<file path="config.mk">
export PLATFORM = sky130hd
export DESIGN_NAME = cache_fill_ctrl
export DESIGN_NICKNAME = d
export VERILOG_FILES = /design/src/rtl/cache_fill_ctrl.sv
export SDC_FILE = /design/constraint.sdc
export NUM_CORES = 1
export LEC_CHECK = 0
export CAP_MARGIN = 20
export CELL_PAD_IN_SITES_DETAIL_PLACEMENT = 0
export CELL_PAD_IN_SITES_GLOBAL_PLACEMENT = 1
export CORE_ASPECT_RATIO = 1.1
export CORE_MARGIN = 8
export CORE_UTILIZATION = 20
export CTS_CLUSTER_DIAMETER = 120
export CTS_CLUSTER_SIZE = 10
export DETAILED_ROUTE_END_ITERATION = 8
export GPL_TIMING_DRIVEN = 0
export PLACE_DENSITY_LB_ADDON = 0.1
export SLEW_MARGIN = 20
export SYNTH_ARGS = -nofsm -noshare
export SYNTH_HDL_FRONTEND = slang
export SYNTH_SLANG_ARGS = --single-unit
</file>
<file path="constraint.sdc">
create_clock -name clk -period 1.16 [get_ports clk]
set_input_delay 0.232 -clock clk [delete_from_list [all_inputs] [get_ports clk]]
set_output_delay 0.232 -clock clk [all_outputs]
set_load 0.01 [all_outputs]
</file>
<file path="src/rtl/cache_fill_ctrl.sv">
// cache_fill_ctrl: shared miss-fill engine for the I- and D-caches.
// Arbitrates icache_miss/dcache_miss onto one pipelined memory read port,
// streams each returned word into the selected cache (fill_*), then
// writes its tag. Ports: clk, rst (async, active-high); icache_miss/addr,
// dcache_miss/addr in; mem_rd_req/mem_addr out, mem_data_valid/mem_data in;
// fill_sel/addr/data/data_write/tag_write out; icache_stall, dcache_stall,
// busy out. Define FILL_RR_EN for round-robin arbitration; otherwise the
// D-cache has fixed priority.
module cache_fill_ctrl #(
  parameter int WORDS_PER_BLOCK = 8,
  parameter int ADDR_W          = 16
) (
  input  logic              clk,
  input  logic              rst,
  input  logic              icache_miss,
  input  logic [ADDR_W-1:0] icache_addr,
  input  logic              dcache_miss,
  input  logic [ADDR_W-1:0] dcache_addr,
  output logic              mem_rd_req,
  output logic [ADDR_W-1:0] mem_addr,
  input  logic              mem_data_valid,
  input  logic [15:0]       mem_data,
  output logic              fill_sel,
  output logic [ADDR_W-1:0] fill_addr,
  output logic [15:0]       fill_data,
  output logic              fill_data_write,
  output logic              fill_tag_write,
  output logic              icache_stall,
  output logic              dcache_stall,
  output logic              busy
);

  localparam int BW = ADDR_W - 4;

  localparam logic [1:0] S_IDLE = 2'd0;
  localparam logic [1:0] S_FILL = 2'd1;
  localparam logic [1:0] S_TAG  = 2'd2;

  localparam logic [3:0] NWORDS =
    4'(WORDS_PER_BLOCK);
  localparam logic [2:0] LAST =
    3'(WORDS_PER_BLOCK - 1);

  logic [1:0]    state;
  logic [BW-1:0] base;
  logic [3:0]    issue_cnt;
  logic [2:0]    rcv_cnt;
  logic          sel_q;

  logic in_fill;
  logic in_tag;
  logic any_miss;
  logic grant_d;
  logic unused_lo;

  // byte offset bits are recomputed from the counters
  assign unused_lo =
    ^{icache_addr[3:0], dcache_addr[3:0]};

  assign in_fill  = (state == S_FILL);
  assign in_tag   = (state == S_TAG);
  assign any_miss = icache_miss | dcache_miss;

`ifdef FILL_RR_EN
  // rr_ptr set: D was served last, so I wins a tie
  logic rr_ptr;

  assign grant_d =
    dcache_miss & (~icache_miss | ~rr_ptr);

  always_ff @(posedge clk or posedge rst) begin
    if (rst) begin
      rr_ptr <= 1'b0;
    end else if (state == S_IDLE && any_miss) begin
      rr_ptr <= grant_d;
    end
  end
`else
  assign grant_d = dcache_miss;
`endif

  assign busy     = (state != S_IDLE);
  assign fill_sel = sel_q;

  assign mem_rd_req =
    in_fill & (issue_cnt < NWORDS);
  assign mem_addr =
    {base, issue_cnt[2:0], 1'b0};

  assign fill_data_write =
    in_fill & mem_data_valid;
  assign fill_data =
    fill_data_write ? mem_data : 16'h0;
  assign fill_addr =
    fill_data_write ? {base, rcv_cnt, 1'b0}
                    : {base, 4'h0};
  assign fill_tag_write = in_tag;

  assign icache_stall =
    icache_miss | (busy & ~sel_q);
  assign dcache_stall =
    dcache_miss | (busy & sel_q);

  always_ff @(posedge clk or posedge rst) begin
    if (rst) begin
      state     <= S_IDLE;
      base      <= '0;
      issue_cnt <= 4'd0;
      rcv_cnt   <= 3'd0;
      sel_q     <= 1'b0;
    end else begin
      unique case (state)
        S_IDLE: begin
          if (any_miss) begin
            state     <= S_FILL;
            base      <= grant_d
                       ? dcache_addr[ADDR_W-1:4]
                       : icache_addr[ADDR_W-1:4];
            sel_q     <= grant_d;
            issue_cnt <= 4'd0;
            rcv_cnt   <= 3'd0;
          end
        end
        S_FILL: begin
          if (mem_rd_req) begin
            issue_cnt <= issue_cnt + 4'd1;
          end
          if (mem_data_valid) begin
            rcv_cnt <= rcv_cnt + 3'd1;
            if (rcv_cnt == LAST) begin
              state <= S_TAG;
            end
          end
        end
        S_TAG: begin
          state <= S_IDLE;
        end
        default: begin
          state <= S_IDLE;
        end
      endcase
    end
  end

endmodule

</file>
==> results.md, run 1 <==
* CP Launch Type: register
* Most common cell after layout, fill and taps aside: buf_6
* Min-Delay Path Class: in2async
* Post-synth EDFFs at 0
* Area of the multi-input gates at 764 um2
* Worst slew margin at 0.660
* Pwr dens at 2130 nW/um2
* Final hold slack at approximately 0.34 ns
* Yosys Warn Count at 0
* Total die area at between 9000 and 10000 um2
* Worst slew pin tran at approximately 0.51 ns
* GPL Wtd Cong at ~0.68
* Post-DP Area at 2490 um2
* Initial antenna violation count at 0
* Via density at 4.17
* Kind of critical path: reg2out
* Arr. time, crit path at between 1 and 1.5 ns
* Final Instance Count excl. Fillers at 359
* Top cell type's share of synthesized area at 0.406
* Post-DP HPWL at 3.63 mm
* VDD IR-drop max at 0.000867 V
* Routed len/inst at approximately 15 um
* Status: complete, but fails checks
* Yosys top cell by area: dfrtp_1
* Post-route cell area at between 3000 and 4000 um2
* First-pass GRT wire length at approximately 8.3 mm
* Ys flop type: dfrtp_1
* IO buf count at 96
* Worst-path maximum fanout at 5
* Setup TNS at -15.54 ns
* Register bit total from synthesis at 22
* Fin worst setup slack at -0.474 ns
* Num CTS Buffers at 3
* # clock sinks at 22
* Final hold violation count at 0
* Clk Tree Root Cell: clkbuf_8
* Layout cells sized above 1 at 0.603
* Critical Path Sink Type: output port
* Final net count at 334
* Final max-slew violation count at 0
* Area Overhead vs Synth at 130%
* Most frequent cells in the layout: buf_6 (79), clkdlybuf4s50_1 (43), and2_4 (20), dfrtp_1 (20), buf_4 (17)
* Fill cells at 657
* DRT Wirelength at 5.32 mm
* Top cells by area, synth: dfrtp_1 (41%), buf_4 (10%), and2_1 (9.7%)
* Register Area at 553 um2
* Design Power at 0.00665 W
* Die height at 102 um
* Maxcap violations at 0
* Distinct cells, synth at 31
* DRT iter0 DRCs at 18
* Pin count of the biggest net entering global routing at 23
* Failing checks: negative setup slack
* CTS tree: done
* Tcrit/Tclk final at 1.41
* Leak Pwr at 1.48 nW
* Ant. Diodes at 0
* Initial core utilization at 0.206
* Congestion Overflow GR at 0
* Vias at 1497
* GRT Util Overall at 0.108
* DRC viols at 0
* Worst clock skew at 0.00436 ns
* Post-synthesis sequential area ratio at 0.406
* Avg Cell Area, Syn at slightly below 10 um2
* Later-pin clock latency in the skew report at 0.26 ns
* Unrepaired setup endpoints after global routing: true
* Routed Antenna Nets at 0
* Vias in the first global route at roughly 1600
* CP required at 0.93 ns
* Horiz. Die Dim at between 90 and 100 um
* Clock transition at path regs at 0.08 ns
* Gate Count Post-Synth at 137
* Ports at 108
* Fin crit period at 1.63 ns
* Post-Syn Area at 1360 um2
* Max Root-Sink Buffers at 2
* Core box area at 6590 um2
* Rows at 31
* DRT Pass-1 Iters at 4
* Final Setup Violations at 57
* Max Fclk at around 0.61 GHz
* Placed cells at around 320
* H-tree Lvls at 1
* FFs w/ async S/R, synth at 1.00
-- where the power goes --
part / total [W] / leakage [nW] / switching [W] / internal [W]
clock network: 0.000724 / 0.0357 / 0.000263 / 0.000461
logic: 0.00452 / 1.17 / 0.00163 / 0.00289
registers: 0.00141 / 0.270 / 0.000296 / 0.00111
total: 0.00665 / 1.48 / 0.00219 / 0.00446
-- worst max-delay path, cell delays in order (launching register included) --
cell	delay [ns]
dfrtp_2	0.42
and3b_2	0.35
buf_6	0.14
and2_4	0.13
buf_6	0.09
-- cells in the mapped netlist, types with 2 or more instances --
cell type	count
o211ai_1	2
buf_4	18
nor2_4	2
mux2i_1	12
ha_1	3
o21ai_0	24
o21ai_1	3
clkbuf_1	2
and2_1	21
inv_1	3
buf_2	4
dfrtp_1	22
a22o_1	3
-- registers in the layout (all words and copies together), names as in the netlist --
register	count
fill_sel	1
state	2
base	12
issue_cnt	4
rcv_cnt	3
-- repair_timing --
item | in CTS | in global routing
hold buffers | 0 | 0
cloned | 3 | 0
buffers inserted | 35 | 11
gates resized for setup | 313 | 35
pin swaps | 11 | 7
endpoints found under the setup margin | 74 | 93
-- final timing paths --
path / start / to / slack (ns) / cells past startpoint
max in group asynchronous: rst / state[1] / 0.49 / 2
worst min register to register: issue_cnt[3] / issue_cnt[3] / 0.57 / 1
min in group clk: dcache_miss / base[10] / 0.44 / 3
worst max register to register: state[1] / rcv_cnt[0] / -0.28 / 4
worst max-delay path: state[1] / fill_data[13] / -0.47 / 4
worst min-delay path: rst / base[8] / 0.34 / 2
-- cells by family after synthesis --
| logic type | Yosys count | synth area share |
|---|---|---|
| compound gates | 37 | 0.166 |
| xor+xnor | 1 | 0.00646 |
| fa+ha+maj | 3 | 0.0277 |
| buf+inv | 29 | 0.135 |
| flops | 22 | 0.406 |
| mux | 13 | 0.0997 |
| other cells | 1 | 0.00277 |
| simple gates | 31 | 0.156 |
-- cell type report --
class,instances,share of cell area
Inverter,4,0.00682
Timing Repair Buffer,141,0.451
Buffer,19,0.0642
Sequential cell,22,0.177
Tap cell,82,0.0329
Clock inverter,1,0.00963
Clock buffer,3,0.0132
Multi-Input combinational cell,87,0.245
-- layer usage --
metal,GRT usage,up-vias,wire length (um)
met5,0,-,0
met4,0.0252,0,29
met3,0.0331,2,537
met2,0.186,69,2480
met1,0.126,696,2270
li1,-,730,-
-- per-stage QoR --
step / utilization / setup WS [ns]
final: 0.473 / -0.474
after global routing: 0.473 / -0.538
after CTS: 0.466 / -0.502
after detailed placement: 0.378 / -0.904
after global placement: 0.378 / -0.920
after floorplan: - / -0.0926
(Power assumes the default switching activity.)
==> inputs of run 2 (changes only) <==
Settings changed: GPL_TIMING_DRIVEN 0 to unset.
==> results.md, run 2 (same netlist as run 1, synthesis figures left out) <==
* Design Power at 0.00580 W
* Critical Path Sink Type: output port
* Most Frequent Cell on Critical Path: buf_6
* Fin worst setup slack at -0.490 ns
* Pin count of the biggest net entering global routing at 23
* Vias at 1509
* Final max-slew violation count at 0
* Post-DP HPWL at 3.80 mm
* DRC viols at 0
* Tcrit/Tclk final at 1.42
* Placed cells at 318
* Pre-CTS setup slack at -0.958 ns
* Post-DP Area at about 2500 um2
* Status: complete, but fails checks
* Congestion Overflow GR at 0
* M2 GR Usage at 0.192
* Unrepaired setup endpoints after global routing: true
* CP max stage delay at between 0.4 and 0.5 ns
* DRT Pass-1 Iters at 2
* Final Setup Violations at 46
* Kind of critical path: reg2out
* # clock sinks at 22
* CP Launch Type: register
* Area Overhead vs Synth at 120%
* First-pass GRT wire length at 8.34 mm
* Worst-path maximum fanout at 5
* Final net count at roughly 330
* Vias in the first global route at 1685
* Worst clock skew at 0.00632 ns
* Fin crit period at ~1.6 ns
* CP endpoint: dcache_stall
* Reg-to-reg startpoint: state[0]
* Initial antenna violation count at 0
* Routed len/inst at 15.1 um
* Maxcap violations at 0
* GR peak layer: met2
* Slowest-stage cell, CP: dfrtp_2
* Max Root-Sink Buffers at 2
* FF-to-FF path depth at 7
* Final hold violation count at 0
* Horiz. Die Dim at 94.5 um
* Clock transition at path regs at 0.08 ns
* Initial core utilization at 0.206
* CP required at about 0.93 ns
* Routed Antenna Nets at 0
* Die height at 102 um
* Num CTS Buffers at 3
* Worst R2R End: rcv_cnt[0]
* Post-layout util at 0.452
* Leak Pwr at between 1 and 1.5 nW
* Via density at 4.29
* VDD IR-drop max at 0.000722 V
* Most frequent cells in the layout: buf_6 (62), clkdlybuf4s50_1 (43), and2_4 (21), dfrtp_1 (21), buf_4 (20)
* Met1 GRT Util at 0.120
* Largest register FFs at 12
* Critical-path cell list: buf_6 -> buf_6 -> nor2_4 -> inv_4 -> a21o_1 -> buf_2
* Largest register by flop count: base
* Ant. Diodes at 0
* DRT iter0 DRCs at 21
* Clk Tree Root Cell: clkbuf_8
* H-tree Lvls at 1
* DRT Wirelength at 5.33 mm
* Max Fclk at 0.606 GHz
* Min-Delay Path Class: in2async
* R2R Setup Slk at -0.41 ns
* Total die area at a little under 10000 um2
* Largest regs: base: 12 flops, issue_cnt: 4 flops, rcv_cnt: 3 flops
* IO buf count at 97
* GR Layer Usage met3 at 0.0323
* Arr. time, crit path at 1.42 ns
* CTS tree: done
* Later-pin clock latency in the skew report at 0.26 ns
* Pwr dens at 1950 nW/um2
* GPL Wtd Cong at approximately 0.77
* Failing checks: negative setup slack
* Final Instance Count excl. Fillers at ~350
* Crit path launch: state[0]
* Post-route cell area at 2980 um2
* Layout cells sized above 1 at 0.607
* Most common cell after layout, fill and taps aside: buf_6
* Ports at 108
* Rows at 31
* Core box area at 6590 um2
* GRT Util Overall at 0.108
## run 2: cell types whose count changed in the layout (fill, tap and decap cells not counted), moves of 2 or more
cell	delta
clkbuf_2	+13
o21ai_2	+7
buf_4	+3
o21ai_1	-11
o21ai_0	+3
buf_2	-6
buf_6	-17
and3b_2	+2
clkdlybuf4s15_1	+2
buf_8	-4
## run 2: report_power, final
group / total, W / internal (W) / leakage (nW) / switching (W)
Sequential: 0.00138 / 0.00111 / 0.272 / 0.000271
Clock: 0.000465 / 0.000231 / 0.0216 / 0.000234
Combinational: 0.00396 / 0.00238 / 1.13 / 0.00158
## run 2: repair_timing
action / 4_1_cts / 5_1_grt
buffers inserted: 33 / 7
pin swaps: 14 / 19
gates cloned: 3 / 0
endpoints found under the setup margin: 75 / 68
gates resized for setup: 269 / 45
hold buffers: 0 / 0
## run 2: cell type report
class | instances | area (um2)
tap | 82 | 103
inverter | 4 | 17.5
clock buffer | 3 | 41.3
fill | 637 | 3610
sequential | 22 | 552
multi-input combinational | 90 | 826
timing repair buffer | 151 | 1440
## run 2: worst min-delay path by stage
| stage | from | depth (start not counted) | endpoint | slack, ns |
|---|---|---|---|---|
| detailed placement | rcv_cnt[1] | 1 | rcv_cnt[1] | 0.53 |
| floorplan | rst | 1 | base[0] | 0.22 |
| global route | rst | 3 | rcv_cnt[1] | 0.30 |
| finish | rst | 3 | rcv_cnt[1] | 0.29 |
| global placement | base[11] | 2 | base[11] | 0.52 |
| CTS | rst | 3 | rcv_cnt[1] | 0.28 |
## run 2: per-layer routing
metal  vias to the layer above  share of wire
li1                        722              -
met1                       716           0.39
met2                        69           0.50
met3                         2           0.10
met4                         0         0.0064
met5                         -              0
## run 2: critical path: cells and delay by family (launching register included)
family,cells,cell delay [ns]
compound gates,1,0.15
buf+inv,4,0.43
flops,1,0.44
simple gates,1,0.15
## run 2: stage by stage
| stage | hold WS [ns] | TNS, ns |
|---|---|---|
| after floorplan | 0.221 | -1.96 |
| after detailed placement | 0.527 | -29.81 |
| after CTS | 0.284 | -16.19 |
| after global routing | 0.302 | -19.22 |
| after global placement | 0.520 | -28.62 |
| final | 0.286 | -15.96 |
==> inputs of run 3 (changes only) <==
Settings changed: CORE_MARGIN 8 to 3, SLEW_MARGIN 20 to unset.
==> results.md, run 3 (same netlist as run 1, synthesis figures left out) <==
* Failing checks: negative setup slack
* Maxcap violations at 0
* Most frequent cells in the layout: buf_6 (53), clkdlybuf4s50_1 (43), buf_4 (21)
* H-tree Lvls at 1
* Leak Pwr at 1.38 nW
* Horiz. Die Dim at ~84 um
* Ports at 108
* Net Sw Power at between 0.0015 and 0.002 W
* DRT iter0 DRCs at 21
* Area of the multi-input gates at between 700 and 800 um2
* Final Setup Violations at 47
* Rows at 30
* Vias at 1477
* VDD IR-drop max at 0.000798 V
* Critical-path cell list: and3b_2 -> buf_6 -> buf_6 -> and2_4 -> buf_6
* Arr. time, crit path at 1.42 ns
* Critical path's top delay family: flip-flops
* Num CTS Buffers at 3
* Critical Path Sink Type: output port
* GRT Util Overall at 0.123
* CTS tree: done
* Cell internal pwr at 0.00357 W
* Ant. Diodes at 0
* Core box area at 6380 um2
* Routed Antenna Nets at 0
* Fill cells at roughly 630
* Layout cells sized above 1 at 0.570
* Pre-CTS setup slack at -0.967 ns
* First-pass GRT wire length at 7.88 mm
* Kind of critical path: reg2out
* Final hold slack at 0.289 ns
* Pwr dens at 1930 nW/um2
* Max Root-Sink Buffers at 2
* Initial core utilization at 0.212
* Unrepaired setup endpoints after global routing: true
* DRT Pass-1 Iters at 4
* Max Fclk at a little over 0.6 GHz
* M2 GR Usage at 0.227
* Status: complete, but fails checks
* Hold buffer count at cts at 0
* Worst Path Buf+Inv at 3
* Fin crit period at 1.65 ns
* GR Layer Usage met3 at 0.0205
* Total die area at 7800 um2
* Clock transition at path regs at 0.09 ns
* Later-pin clock latency in the skew report at 0.27 ns
* Tcrit/Tclk final at 1.42
* CP Launch Type: register
* Register Area at roughly 550 um2
* Most common cell after layout, fill and taps aside: buf_6
* Sw Ratio at 0.354
* DRT Wirelength at 4.88 mm
* Initial antenna violation count at 0
* Worst-path maximum fanout at 5
* GPL Wtd Cong at ~0.84
* Post-route cell area at 2860 um2
* IO buf count at 97
* Slowest-stage cell, CP: dfrtp_2
* CP max stage delay at roughly 0.45 ns
* Largest register FFs at 12
* Pin count of the biggest net entering global routing at 23
* Worst clock skew at 0.0113 ns
* Clk Tree Root Cell: clkbuf_8
* DRC viols at 0
* Routed len/inst at about 14 um
* Fin worst setup slack at -0.492 ns
* Final hold violation count at 0
* Final Instance Count excl. Fillers at 345
* Most Frequent Cell on Critical Path: buf_6
* CP required at 0.93 ns
* Met1 GRT Util at 0.148
* Min-Delay Path Class: in2async
* Post-DP HPWL at ~3.4 mm
* Via density at ~4.3
* Placed cells at 315
* # clock sinks at 22
* Final net count at 322
* Largest regs: base: 12 flops, issue_cnt: 4 flops, rcv_cnt: 3 flops
* GR peak layer: met2
* Post-layout util at 0.449
* Logic pwr share at 0.649
* Vias in the first global route at 1623
* Area Overhead vs Synth at 111%
* Clock network power share at 0.103
* Post-DP Area at between 2000 and 3000 um2
* Congestion Overflow GR at 0
* Largest register by flop count: base
* Final max-slew violation count at 0
* Die height at 92.3 um
* Reg power frac at 0.249
-- run 3: cell types whose count changed in the layout (fill, tap and decap cells not counted), moves of 2 or more --
cell     before  now
o21ai_1       5    7
buf_2         4    7
o21ai_0       3    9
buf_6        62   53
o21ai_2      18   11
-- run 3: cell type report --
| class | count | share of cell area |
|---|---|---|
| multi-input combinational | 90 | 0.270 |
| sequential | 22 | 0.193 |
| timing repair buffer | 145 | 0.478 |
| tap | 80 | 0.0349 |
| inverter | 4 | 0.00524 |
| clock buffer | 4 | 0.0192 |
-- run 3: per-layer routing --
| layer | up-vias | wire length (um) | share of wire |
|---|---|---|---|
| met1 | 704 | 1960 | 0.40 |
| met3 | 4 | 275 | 0.056 |
| met5 | - | 0 | 0 |
| met4 | 0 | 46 | 0.0094 |
| li1 | 712 | - | - |
| met2 | 57 | 2600 | 0.53 |
-- run 3: per-stage QoR --
step / TNS, ns / power, W
final: -16.48 / 0.00552
after global routing: -19.86 / 0.00593
after CTS: -17.09 / 0.00551
after detailed placement: -29.91 / 0.00452
after global placement: -28.29 / 0.00449
after floorplan: -1.96 / 0.00294
-- run 3: power groups by stage --
stage	clock network [W]	registers [W]	logic, W
floorplan	0	0.00146	0.00148
global placement	0	0.00136	0.00313
detailed placement	0	0.00138	0.00314
CTS	0.000583	0.00138	0.00355
global route	0.000624	0.00143	0.00387
finish	0.000567	0.00137	0.00358
-- run 3: tightest hold or removal path: cells and delay by family --
kind	cells	cell delay [ns]
buf+inv	3	0.67
-- run 3: worst paths after layout --
check,start,to,slack [ns],cells after the start
worst max-delay path,state[0],fill_data[2],-0.49,5
worst min-delay path,rst,base[6],0.29,3
worst max register to register,state[1],rcv_cnt[0],-0.43,7
worst min register to register,base[9],base[9],0.53,2
max in group asynchronous,rst,state[1],0.71,3
min in group clk,base[9],base[9],0.53,2
-- run 3: what timing repair did --
item,4_1_cts,5_1_grt
setup endpoints to repair,75,72
gates cloned,3,0
gates resized for setup,241,45
setup buffers,19,6
pin swaps,9,6
